[config.mk]
export PLATFORM = sky130hd
export DESIGN_NAME = i2c_rx_deserializer
export DESIGN_NICKNAME = d
export VERILOG_FILES = /design/src/rtl/i2c_rx_deserializer.sv
export SDC_FILE = /design/constraint.sdc
export NUM_CORES = 1
export LEC_CHECK = 0
export CAP_MARGIN = 25
export CORE_MARGIN = 5
export CORE_UTILIZATION = 35
export DETAILED_ROUTE_END_ITERATION = 16
export HOLD_SLACK_MARGIN = 0.08
export SLEW_MARGIN = 20
export SYNTH_ARGS = -nofsm -noshare
export SYNTH_HDL_FRONTEND = slang
export SYNTH_SLANG_ARGS = --single-unit
[constraint.sdc]
create_clock -name clk_i -period 5.3 [get_ports clk_i]
set_clock_uncertainty 0.15 [all_clocks]
set_input_delay 1.06 -clock clk_i [delete_from_list [all_inputs] [get_ports clk_i]]
set_output_delay 1.06 -clock clk_i [all_outputs]
set_load 0.03 [all_outputs]
[src/rtl/i2c_rx_deserializer.sv]
// i2c_rx_deserializer: oversampled I2C byte receiver that pushes bytes into the RX FIFO and drives ACK/NACK.
module i2c_rx_deserializer #(
  parameter int DATASIZE    = 8,
  parameter bit ALMOST_NACK = 1'b1
) (
  input  logic                clk_i,
  input  logic                rst_ni,
  input  logic                scl_i,
  input  logic                sda_i,
  input  logic                rx_en_i,
  input  logic                last_byte_i,
  input  logic                clr_ovf_i,
  input  logic                wfull_i,
  input  logic                w_almost_full_i,
  output logic [DATASIZE-1:0] wdata_o,
  output logic                winc_o,
  output logic                sda_drive_o,
  output logic                byte_done_o,
  output logic                nack_o,
  output logic                overflow_o,
  output logic                busy_o
);
  localparam int CW = $clog2(DATASIZE + 1);
  typedef enum logic [2:0] {IDLE, SHIFT, PUSH, ACK_SETUP, ACK_HOLD} state_t;
  state_t state;
  logic [1:0] scl_sync, sda_sync;
  logic scl_d, sda_d, scl_s, sda_s;
  logic scl_rise, scl_fall, start_det, stop_det, abort;
  logic [DATASIZE-1:0] shreg;
  logic [CW-1:0] bit_cnt;
  logic ack;
  assign scl_s     = scl_sync[1];
  assign sda_s     = sda_sync[1];
  assign scl_rise  = scl_s & ~scl_d;
  assign scl_fall  = ~scl_s & scl_d;
  assign start_det = scl_s & sda_d & ~sda_s;
  assign stop_det  = scl_s & ~sda_d & sda_s;
  assign abort     = (state != IDLE) & (start_det | stop_det);
  // synchronisers reset high so an idle bus produces no spurious edges
  always_ff @(posedge clk_i or negedge rst_ni) begin
    if (!rst_ni) begin
      scl_sync <= 2'b11;
      sda_sync <= 2'b11;
      scl_d    <= 1'b1;
      sda_d    <= 1'b1;
    end else begin
      scl_sync <= {scl_sync[0], scl_i};
      sda_sync <= {sda_sync[0], sda_i};
      scl_d    <= scl_s;
      sda_d    <= sda_s;
    end
  end
  always_ff @(posedge clk_i or negedge rst_ni) begin
    if (!rst_ni) overflow_o <= 1'b0;
    else overflow_o <= (state == PUSH & ~abort & wfull_i) | (overflow_o & ~clr_ovf_i);
  end
  always_ff @(posedge clk_i or negedge rst_ni) begin
    if (!rst_ni) begin
      state       <= IDLE;
      shreg       <= '0;
      bit_cnt     <= '0;
      ack         <= 1'b0;
      wdata_o     <= '0;
      winc_o      <= 1'b0;
      sda_drive_o <= 1'b0;
      byte_done_o <= 1'b0;
      nack_o      <= 1'b0;
      busy_o      <= 1'b0;
    end else begin
      winc_o      <= 1'b0;
      byte_done_o <= 1'b0;
      nack_o      <= 1'b0;
      if (abort) begin
        state       <= IDLE;
        bit_cnt     <= '0;
        sda_drive_o <= 1'b0;
        busy_o      <= 1'b0;
      end else begin
        case (state)
          IDLE: if (rx_en_i) begin
            state   <= SHIFT;
            bit_cnt <= '0;
            busy_o  <= 1'b1;
          end
          SHIFT: if (scl_rise) begin
            shreg   <= {shreg[DATASIZE-2:0], sda_s};
            bit_cnt <= bit_cnt + 1'b1;
            if (bit_cnt == CW'(DATASIZE - 1)) state <= PUSH;
          end
          PUSH: begin
            winc_o      <= ~wfull_i;
            wdata_o     <= wfull_i ? wdata_o : shreg;
            byte_done_o <= 1'b1;
            ack         <= ~last_byte_i & ~wfull_i & ~(ALMOST_NACK & w_almost_full_i);
            state       <= ACK_SETUP;
          end
          ACK_SETUP: if (scl_fall) begin
            sda_drive_o <= ack;
            state       <= ACK_HOLD;
          end
          ACK_HOLD: if (scl_fall) begin
            sda_drive_o <= 1'b0;
            nack_o      <= ~ack;
            bit_cnt     <= '0;
            state       <= (rx_en_i & ack) ? SHIFT : IDLE;
            busy_o      <= rx_en_i & ack;
          end
          default: state <= IDLE;
        endcase
      end
    end
  end
endmodule

-- Word-level counts from Yosys, hierarchy flattened
Cells that the tools add are included.
- memory bits (read-only): 0
- bits in latches: 0
- output and inout bits: 14
- memories: 0
- memory bits (writable): 0
- word-level logic and storage cells: 91
- bits in registers: 36
- input port bits: 9
- bitwise operators: 25
- multiply operators: 0
- magnitude comparators: 0
- multiplexer cells: 28
- add/sub/neg operators: 1
- div/mod/pow operators: 0
- shift-type cells: 0
- equality and inequality tests: 10
- reductions and logical operators: 12
- operator list (cell ; number):
    3-bit two-way mux ; 6
    4-bit two-way mux ; 4
    3-bit != test, second input constant ; 5
    3-bit one-hot mux with 5 select lines ; 1
    1-bit two-way mux ; 14
    1-bit bitwise AND ; 13
    4-bit one-hot mux with 3 select lines ; 1
    3-bit AND reduction ; 4
    1-bit inverter ; 10
    3-bit nonzero test ; 3
    3-bit by 2-bit == test with 1-bit output, second input constant ; 2
    5-bit AND reduction ; 1
    4-bit by 1-bit adder with 4-bit output, second input constant ; 1
    4-bit by 3-bit == test with 1-bit output, second input constant ; 1
    1-bit one-hot mux with 2 select lines ; 2
    4-bit AND reduction ; 1
    4-bit nonzero test ; 1
    3-bit by 1-bit == test with 1-bit output, second input constant ; 1
    3-bit == test, second input constant ; 1
    3-bit logical NOT ; 1
    1-bit bitwise OR ; 2
    2-bit AND reduction ; 1

-- Longest topological paths before layout
- word-level depth: 9
- mapped depth: 5
- gate-level depth less buffers: 4

-- Least setup slack after synthesis
Ideal clock, no wire load.
- kind: input -> register
- start point: in rx_en_i
- end point: reg bit_cnt[3]
- buffers on the path: 0
- setup time: 0.142 ns
- arrival: 1.726 ns
- stages: 4
- path slack: 3.283 ns
- path through: nor3b_1 -> o31a_1 -> nand3b_1 -> o211ai_1
- longest elaborated chain between the ends: 2
- ends and longest elaborated chain (item ; RTL line ; RTL):
    start, declared ; 10 ; input logic rx_en_i,
    3-bit != test (no line) ; -- ;
    4-bit AND reduction (no line) ; -- ;
    end signal, assigned ; 87 ; bit_cnt <= bit_cnt + 1'b1;
    end, declared ; 30 ; logic [CW-1:0] bit_cnt;
No other way between the ends.
A chain may end at the register's enable or synchronous reset.

-- Worst setup path in the final report
- start point: reg busy_o
- end point: out busy_o
- RTL lines (item ; RTL line ; RTL):
    start, declared ; 21 ; output logic busy_o
    start signal, assigned ; 106 ; busy_o <= rx_en_i & ack;
No word-level cell between the ends.

==> results.tsv <==
stage	metric	value	unit
run_status	status	completed	
min_path	worst_hold_startpoint	scl_sync[0]$_DFF_PN1_	
clock_tree	cts_buffers	5	
route	initialDrtViolationCount	76	
flow_run	maxCapViolations	0	
setup_path	rr_worst_depth	4	
min_path	hp-class	reg2reg	
clock_tree	hold_buffers	0	
setup_path	worstPathCellList	clkdlybuf4s50_1	
placed_design	gp_congestion	0.726	
yosys	syn_inst	117	
cells_and_area	nets	154	
setup_path	critPathSlowestCell	clkdlybuf4s50_1	
setup_path	worstReg2RegStart	sda_sync[1]$_DFF_PN1_	
floorplan	core	4260	µm²
placed_design	io_buffers	22	
clock_tree	cts_max_path_buffers	2	
global_routing	antenna_found_initial	0	
power	irDropWorstVdd	0.168	mV
clock_tree	cts_tree	built	
global_routing	grt_start_max_net_pins	37	
yosys	ys_seq_area_share	59.9	%
clock_tree	path_clk_slew	0.07	ns
setup_path	r2r-end	wdata_o[0]$_DFFE_PN0P_	
cells_and_area	seqCellArea	908	µm²
route	routedWlPerCell	14.6	µm
setup_path	crit_required	4.09	ns
yosys	async_flop_share	100	%
global_routing	busiest_layer	met2	
min_path	holdPathEnd	scl_sync[1]$_DFF_PN1_	
yosys	syn_nets	127	
cells_and_area	antenna_cells	0	
timing	worst_pin_slew	0.783	ns
yosys	synth_area	1520	µm²
setup_path	cp.arrival	1.34	ns
setup_path	crit_path_start_kind	flip-flop	
route	first_pass_iters	4	
placed_design	dp_slack	2.64	ns
setup_path	critPathMaxFanout	3	
setup_path	cp_slowest_stage_delay	0.68	ns
timing	setup-tns-final	0	ns
timing	fmax	0.392	GHz
setup_path	cp_top_family	buffers and inverters	
clock_tree	clock_latency	0.28	ns
power	powerDensity	364	nW/µm²
clock_tree	cts_resized	0	
floorplan	fp.dieW	75.8	µm
setup_path	endpoint_kind	output port	
setup_path	rrSetupSlack	3.10	ns
yosys	synth_flop_cell	dfrtp_1	
global_routing	grt_first_pass_wirelength	5040	µm
yosys	ys_warn_count	0	
clock_tree	cts_sinks	36	
clock_tree	htreeDepth	2	
yosys	synth_edf_count	0	
cells_and_area	drive_gt1_share	22.8	%
floorplan	dieArea	5750	µm²
floorplan	fp-row-count	24	
global_routing	grt.overflow.total	0	
global_routing	grt_pass1_vias	1106	
setup_path	crit_buf_inv	1	
global_routing	met3_usage	4.35	%
route	vias_per_cell	5.18	
clock_tree	clock_tree.root_cell	clkbuf_8	
timing	setup_viol_count_final	0	
power	leakagePower	0.817	nW
timing	setup_ws	2.75	ns
floorplan	io_pins	23	
timing	rsz0062_at_grt	no	
timing	finalHoldViolations	0	
route	vias	1021	
global_routing	grtUsageMet2	17.7	%
global_routing	met1_usage	14.5	%
placed_design	hpwl	2020	µm
placed_design	place_area	1790	µm²
setup_path	worstSetupPathType	reg2out	
route	ant_nets	0	
route	routed_wl	2870	µm
route	drc_errors	0	
timing	relSlewSlack	46.9	%
timing	fin_crit_sh	48.1	%
cells_and_area	post-route-cell-area	1870	µm²
cells_and_area	nFillCells	402	
yosys	avgSynthCellArea	13.0	µm²
cells_and_area	multi_input_area	577	µm²
timing	fin_crit	2.55	ns
floorplan	initial_utilization	35.6	%
min_path	whs_path_depth	0	
floorplan	die_h	75.8	µm
cells_and_area	area_growth	23.5	%
timing	slew_viol_final	0	
global_routing	grt_usage	11.8	%
yosys	ys_types	37	
clock_tree	postCtsSetupRepairBufs	0	
yosys	synth_seq_cells	36	
==> flip-flops by register name, summed over array words and instances (netlist names), 2 cells and up <==
signal,count
state,3
sda_sync,2
wdata_o,8
bit_cnt,4
scl_sync,2
shreg,8
==> cell families after synthesis <==
group | count (synthesis) | synth area share [%]
compound gates | 22 | 11.2
xor+xnor | 1 | 1.07
simple gates | 33 | 12.3
flops | 36 | 59.9
buf+inv | 7 | 2.06
mux | 17 | 12.6
fa+ha+maj | 1 | 0.825
==> where the power goes <==
group / switching [mW] / leakage (nW) / internal [mW]
clock: 0.0896 / 0.0395 / 0.0933
combinational: 0.0584 / 0.312 / 0.0660
sequential: 0.0496 / 0.466 / 0.324
==> stage by stage <==
stage                     utilization, %  instances  power, mW  hold slack (ns)
after floorplan                        -        117      0.456            0.195
after global placement              42.0        189      0.497            0.197
after detailed placement            42.0        189      0.504            0.198
after CTS                           43.9        197      0.690            0.208
after global routing                43.9        197      0.725            0.210
final                               43.9        197      0.681            0.207
==> cell type report <==
class                   instances  area share, %
flip-flops and latches         36           48.5
inverters                       4          0.802
well taps                      52           3.47
clock buffers                   8           4.28
repair buffers                 23           12.2
multi-input cells              74           30.8
==> cell usage after synthesis (2+ instances only) <==
master | number | share of area, %
dfrtp_1 | 30 | 50
a21oi_1 | 2 | 0.66
nor2_1 | 4 | 0.99
nor4bb_1 | 2 | 1.3
nand2_1 | 8 | 2.0
o21ai_0 | 7 | 2.3
nor3_1 | 4 | 1.3
mux2_2 | 17 | 13
inv_1 | 3 | 0.74
a31oi_1 | 2 | 0.82
nor3b_1 | 2 | 0.99
dfstp_2 | 6 | 10
nand3_1 | 3 | 0.99
nor2b_1 | 4 | 1.6
==> cell usage in the layout (no fill, tap or decap), drive strengths merged, types with 2 or more instances in the layout <==
master	count
o21ai	7
nor4bb	2
inv	4
a31oi	2
o311ai	2
nor2b	4
nor3	4
nand3	3
clkbuf	8
dfstp	6
nor3b	2
nand2	8
a21oi	2
clkdlybuf4s50	22
mux2	17
nor2	4
dfrtp	30
==> layer usage <==
metal,vias up,wire [µm]
met3,13,161
met2,24,1310
met1,507,1300
met5,-,0
li1,477,-
met4,0,96
==> worst max-delay path by stage <==
stage,startpoint,end,cells past startpoint
global placement,rx_en_i,bit_cnt[3]$_DFFE_PN0P_,5
global route,busy_o$_DFFE_PN0P_,busy_o,1
detailed placement,rx_en_i,bit_cnt[3]$_DFFE_PN0P_,5
floorplan,rx_en_i,bit_cnt[3]$_DFFE_PN0P_,4
finish,busy_o$_DFFE_PN0P_,busy_o,1
CTS,busy_o$_DFFE_PN0P_,busy_o,1
Note: power is estimated with default switching activity, not from simulation.
